`config.mk`:
```
export PLATFORM = sky130hd
export DESIGN_NAME = if_fetch_unit_flat
export DESIGN_NICKNAME = d
export VERILOG_FILES = /design/src/rtl/if_fetch_unit_if.sv /design/src/rtl/if_fetch_unit.sv /design/src/flat_wrapper.sv
export SDC_FILE = /design/constraint.sdc
export NUM_CORES = 1
export LEC_CHECK = 0
export BUFFER_PORTS_ARGS = -buffer_cell sky130_fd_sc_hd__buf_4
export CORE_ASPECT_RATIO = 1.75
export CORE_UTILIZATION = 47
export DETAILED_ROUTE_END_ITERATION = 10
export PLACE_DENSITY_LB_ADDON = 0.12
export SETUP_SLACK_MARGIN = 0.15
export SLEW_MARGIN = 20
export SYNTH_ARGS = -nofsm -noshare
export SYNTH_HDL_FRONTEND = slang
export SYNTH_SLANG_ARGS = --single-unit
```
`constraint.sdc`:
```
create_clock -name clk -period 7.04 [get_ports clk]
set_input_delay 1.408 -clock clk [delete_from_list [all_inputs] [get_ports clk]]
set_output_delay 1.408 -clock clk [all_outputs]
set_load 0.02 [all_outputs]
```
`src/rtl/if_fetch_unit_if.sv`:
```
// Fetch-side bus bundle: IM lookup, redirect input, decode valid/ready handshake and perf count.
interface if_fetch_unit_if;
  logic [31:0] im_addr;
  logic [31:0] im_instr;
  logic        redirect_valid;
  logic [31:0] redirect_pc;
  logic        if_valid;
  logic        if_ready;
  logic [31:0] if_instr;
  logic [31:0] if_pc;
  logic [31:0] if_pc4;
  logic [31:0] fetch_cnt;

  modport master (
    output im_addr,
    input  im_instr,
    input  redirect_valid,
    input  redirect_pc,
    output if_valid,
    input  if_ready,
    output if_instr,
    output if_pc,
    output if_pc4,
    output fetch_cnt
  );

  modport slave (
    input  im_addr,
    output im_instr,
    output redirect_valid,
    output redirect_pc,
    input  if_valid,
    output if_ready,
    input  if_instr,
    input  if_pc,
    input  if_pc4,
    input  fetch_cnt
  );
endinterface

```
`src/rtl/if_fetch_unit.sv`:
```
// Instruction-fetch unit: owns the PC, reads the combinational IM, queues {pc, instr} for decode.
// Define IF_PERF_CNT_EN to enable the fetch_cnt performance counter (tied to 0 otherwise).
module if_fetch_unit #(
  parameter logic [31:0] RESET_PC  = 32'h0000_0000,
  parameter int unsigned BUF_DEPTH = 2
) (
  input  logic           clk,
  input  logic           reset,
  if_fetch_unit_if.master bus
);
  localparam int unsigned PTR_W = $clog2(BUF_DEPTH);
  localparam int unsigned CNT_W = PTR_W + 1;

  logic [31:0]      r_pc;
  logic [31:0]      r_buf_pc    [BUF_DEPTH];
  logic [31:0]      r_buf_instr [BUF_DEPTH];
  logic [PTR_W-1:0] r_wr_ptr;
  logic [PTR_W-1:0] r_rd_ptr;
  logic [CNT_W-1:0] r_count;

  logic w_valid;
  logic w_full;
  logic w_pop;
  logic w_fetch;
  logic w_unused_redirect_lsb;

  assign w_valid = (r_count != '0);
  assign w_full  = (r_count == CNT_W'(BUF_DEPTH));
  assign w_pop   = w_valid & bus.if_ready;
  // A pop frees the slot this cycle, so a full buffer can still accept the new fetch.
  assign w_fetch = !bus.redirect_valid & (!w_full | w_pop);

  assign w_unused_redirect_lsb = ^bus.redirect_pc[1:0];

  always_ff @(posedge clk) begin
    if (reset) begin
      r_pc     <= {RESET_PC[31:2], 2'b00};
      r_wr_ptr <= '0;
      r_rd_ptr <= '0;
      r_count  <= '0;
    end else if (bus.redirect_valid) begin
      r_pc     <= {bus.redirect_pc[31:2], 2'b00};
      r_wr_ptr <= '0;
      r_rd_ptr <= '0;
      r_count  <= '0;
    end else begin
      if (w_fetch) begin
        r_pc     <= r_pc + 32'd4;
        r_wr_ptr <= r_wr_ptr + PTR_W'(1);
      end
      if (w_pop) begin
        r_rd_ptr <= r_rd_ptr + PTR_W'(1);
      end
      case ({w_fetch, w_pop})
        2'b10:   r_count <= r_count + CNT_W'(1);
        2'b01:   r_count <= r_count - CNT_W'(1);
        default: r_count <= r_count;
      endcase
    end
  end

  // Storage needs no reset: every read is gated by a non-zero count.
  always_ff @(posedge clk) begin
    if (!reset && w_fetch) begin
      r_buf_pc[r_wr_ptr]    <= r_pc;
      r_buf_instr[r_wr_ptr] <= bus.im_instr;
    end
  end

  assign bus.im_addr  = r_pc;
  assign bus.if_valid = w_valid;
  assign bus.if_instr = w_valid ? r_buf_instr[r_rd_ptr] : '0;
  assign bus.if_pc    = w_valid ? r_buf_pc[r_rd_ptr] : '0;
  assign bus.if_pc4   = w_valid ? (r_buf_pc[r_rd_ptr] + 32'd4) : '0;

`ifdef IF_PERF_CNT_EN
  logic [31:0] r_fetch_cnt;

  always_ff @(posedge clk) begin
    if (reset) begin
      r_fetch_cnt <= '0;
    end else if (w_fetch) begin
      r_fetch_cnt <= r_fetch_cnt + 32'd1;
    end
  end

  assign bus.fetch_cnt = r_fetch_cnt;
`else
  assign bus.fetch_cnt = '0;
`endif

endmodule
```
`src/flat_wrapper.sv`:
```
// flat-port wrapper written by rule: the top's interface ports become plain ports
module if_fetch_unit_flat 
#(
  parameter logic [31:0] RESET_PC  = 32'h0000_0000,
  parameter int unsigned BUF_DEPTH = 2
)
  (clk, reset, bus_im_addr, bus_im_instr, bus_redirect_valid, bus_redirect_pc, bus_if_valid, bus_if_ready, bus_if_instr, bus_if_pc, bus_if_pc4, bus_fetch_cnt);
  if_fetch_unit_if bus_i ();
  input  logic clk;
  input  logic reset;
  output wire logic [$bits(bus_i.im_addr)-1:0] bus_im_addr;
  input wire logic [$bits(bus_i.im_instr)-1:0] bus_im_instr;
  input wire logic [$bits(bus_i.redirect_valid)-1:0] bus_redirect_valid;
  input wire logic [$bits(bus_i.redirect_pc)-1:0] bus_redirect_pc;
  output wire logic [$bits(bus_i.if_valid)-1:0] bus_if_valid;
  input wire logic [$bits(bus_i.if_ready)-1:0] bus_if_ready;
  output wire logic [$bits(bus_i.if_instr)-1:0] bus_if_instr;
  output wire logic [$bits(bus_i.if_pc)-1:0] bus_if_pc;
  output wire logic [$bits(bus_i.if_pc4)-1:0] bus_if_pc4;
  output wire logic [$bits(bus_i.fetch_cnt)-1:0] bus_fetch_cnt;
  assign bus_im_addr = bus_i.im_addr;
  assign bus_i.im_instr = bus_im_instr;
  assign bus_i.redirect_valid = bus_redirect_valid;
  assign bus_i.redirect_pc = bus_redirect_pc;
  assign bus_if_valid = bus_i.if_valid;
  assign bus_i.if_ready = bus_if_ready;
  assign bus_if_instr = bus_i.if_instr;
  assign bus_if_pc = bus_i.if_pc;
  assign bus_if_pc4 = bus_i.if_pc4;
  assign bus_fetch_cnt = bus_i.fetch_cnt;
  if_fetch_unit #(.RESET_PC(RESET_PC), .BUF_DEPTH(BUF_DEPTH)) u_core (.clk(clk), .reset(reset), .bus(bus_i));
endmodule
```
==> flow_summary_export.csv <==
group,metric,value,unit
run_status,status,"complete, no violations",
clocking,cts_hold_buf,0,
synthesis,yosysSeqAreaShare,57.00,%
critical_path,cp.required,5630,ps
route,viasPerCell,5.339,
critical_path,r2r_end,"u_core.r_count[1]$_SDFFE_PP0P_",
clocking,postCtsSetupBuffers,0,
hold_path,min_from,"u_core.r_rd_ptr$_SDFFE_PP0P_",
clocking,cts_sinks,159,
critical_path,path_buf_inv,2,
global_routing,grt_remaining_overflow,0,
global_routing,grt_pass1_vias,5508,
sta,worst_pin_slew,866.5,ps
layout,antennaDiodeCount,0,
synthesis,synth_cell_types,52,
synthesis,postSynthCellCount,680,
route,wl_per_cell,16.82,µm
sta,skew,10.66,ps
place,hpwl,12550,µm
sta,rsz0062_at_grt,"false",
hold_path,hp-class,"flip-flop to flip-flop",
synthesis,ys_warn_count,0,
global_routing,grt_max_degree,81,
place,dpl-instance-area,9129,µm²
floorplanning,die-area,17050,µm²
route,postRouteAntennaNets,0,
route,drc,0,
critical_path,arrival,3830,ps
critical_path,crit_fanout,53,
layout,num-fill-cells,1336,
route,dr.first_iter.drc_count,233,
sta,slew_headroom,42.11,%
floorplanning,row_count,61,
sta,slew_violations,0,
critical_path,startpoint_type,"flip-flop",
critical_path,path_class,"flip-flop to output pin",
flow_run,cap_violations,0,
clocking,path_clk_slew,60,ps
layout,fin_cells,1055,
clocking,htree_levels,4,
floorplanning,ios,229,
critical_path,ff2ff_setup_slack,4090,ps
route,routed_wl,17750,µm
sta,fmax,190.8,MHz
synthesis,synth.avg_cell_area,11.41,µm²
global_routing,grt_pass1_wl,27300,µm
synthesis,synth_area,7761,µm²
route,first_pass_iters,5,
clocking,tritoncts,"yes",
critical_path,r2r_start,"u_core.r_count[0]$_SDFFE_PP0P_",
layout,final_cell_mix,"buf_4, edfxtp_1, nor2_1, mux2i_1, conb_1",
layout,mostFrequentLayoutCell,"buf_4",
critical_path,cpLargestDelayFamily,"simple AND/OR/NAND/NOR gates",
pwr,p_leak,3.680,nW
clocking,numCtsBuffers,17,
floorplanning,start_util,48.42,%
place,portBuffers,188,
critical_path,crit_chain,"buf_4 -> mux2i_1 -> a21oi_2 -> nand4_1 -> nor4_1 -> mux2_2 -> buf_4",
sta,finalHoldViolCount,0,
synthesis,synth_seq_cells,159,
sta,fin_crit_sh,74.46,%
critical_path,cp_slowest_cell,"dfxtp_4",
route,routed-via-count,5633,
sta,finalSetupTns,0,ps
synthesis,async_flop_share,0,%
floorplanning,core-area,16030,µm²
place,place.gp.congestion,0.8682,
layout,drive_gt1_share,28.29,%
floorplanning,die_h,172.0,µm
clocking,cts_buffer_depth,2,
layout,regArea,4428,µm²
critical_path,worstRegToRegCells,7,
clocking,clock_latency,410,ps
floorplanning,die_w,99.14,µm
critical_path,slowest_delay,830,ps
global_routing,grt_usage,20.77,%
hold_path,hold_depth,2,
clocking,clockRootBuffer,"clkbuf_16",
clocking,cts_resized,0,
pwr,worst_ir_drop_vdd,0.1487,mV
global_routing,antenna_found_initial,0,
sta,setup_viol,0,
synthesis,ys.flop_type,"edfxtp_1",
synthesis,synth_edf_count,124,
critical_path,endpoint_kind,"output pin",
sta,finalWorstPathRequiredPeriod,5242,ps
place,dp_cells,1023,
pwr,power_density,232.7,nW/µm²
layout,layout.nets,924,
layout,syn_to_final_growth,24.84,%
critical_path,cpMostUsedCell,"buf_4",
layout,multi_input_area,2974,µm²
layout,final_cell_area,9689,µm²
==> cell families after synthesis <==
logic type	count (synthesis)	share of synthesized area (%)
xor+xnor	39	4.401
flops	159	57.00
compound gates	73	6.336
other cells	1	0.04832
buf+inv	88	6.771
simple gates	247	15.75
fa+ha+maj	3	0.4837
mux	70	9.205
==> flip-flops by register name (all words and copies together) (netlist names), named ones only <==
name and flops:
u_core.r_wr_ptr 1, u_core.r_buf_instr 64, u_core.bus.im_addr 30, u_core.r_rd_ptr 1, u_core.r_count 2, u_core.r_buf_pc 60
==> worst max-delay path by stage <==
stage / start / endpoint / slack (ps) / cells after the start
6_report: flip-flop / bus_if_pc4[31] / 1800 / 7
5_1_grt: flip-flop / bus_if_pc4[31] / 1610 / 7
4_1_cts: flip-flop / bus_if_pc4[31] / 1720 / 7
3_5_place_dp: flip-flop / bus_if_pc4[31] / 2190 / 7
3_3_place_gp: flip-flop / bus_if_pc4[31] / 2280 / 7
2_1_floorplan: bus_redirect_valid / u_core.r_buf_instr[0][0]$_DFFE_PP_ / 190 / 4
==> metrics by stage <==
stage	utilization [%]	power [W]	worst slack, ps	hold WS [ps]
finish	60.45	0.002255	1798	510.4
global route	60.45	0.002341	1611	549.2
CTS	60.45	0.002282	1724	512.4
detailed placement	56.96	0.001403	2185	502.5
global placement	56.96	0.001396	2282	498.8
floorplan	-	0.001291	194.4	474.3
==> cell type report <==
type / instances / share of cell area [%]
Sequential cell: 159 / 45.70
Multi-Input combinational cell: 470 / 30.69
Timing Repair Buffer: 192 / 14.88
Clock buffer: 18 / 4.429
Tap cell: 189 / 2.441
Clock inverter: 14 / 1.356
Inverter: 13 / 0.5036
==> power breakdown <==
part	switching, W	internal [W]
clock	0.000378	0.000495
combinational	0.000175	0.000117
sequential	0.0000358	0.00105
total	0.000589	0.00167
==> worst register-to-register path: stages (launching register included) <==
cell     delay [ps]
dfxtp_1         380
nor2_4          120
buf_4           640
inv_1           560
and2_1          340
ha_1            320
or3_1           380
a21oi_1         150
==> Yosys cell counts (6+ instances only) <==
| library cell | number | share of area, % |
|---|---|---|
| edfxtp_1 | 124 | 48 |
| nor2_1 | 99 | 4.8 |
| mux2i_1 | 61 | 7.9 |
| buf_4 | 42 | 4.1 |
| nand2_1 | 36 | 1.7 |
| dfxtp_1 | 35 | 9.0 |
| nand3_1 | 26 | 1.7 |
| xnor2_1 | 25 | 2.8 |
| nand4_1 | 21 | 1.7 |
| o21ai_0 | 17 | 1.1 |
| clkbuf_1 | 16 | 0.77 |
| a21oi_1 | 14 | 0.90 |
| xor2_1 | 14 | 1.6 |
| inv_1 | 12 | 0.58 |
| a211oi_1 | 10 | 0.97 |
| and2_1 | 10 | 0.81 |
| buf_2 | 9 | 0.58 |
| nor3_1 | 9 | 0.58 |
| nor4_1 | 9 | 0.73 |
| mux2_2 | 8 | 1.2 |
| o31a_1 | 8 | 0.90 |
| o21a_1 | 7 | 0.68 |
| a311oi_1 | 6 | 0.68 |
==> routing by layer <==
metal  GRT usage (%)  up-vias  wire (µm)
li1                -     2735          -
met1           23.36     2661       6940
met2           37.58      208       9535
met3           4.002       29        818
met4           10.04        0        454
met5               0        -          0
Power figures use the tool's default switching activity.
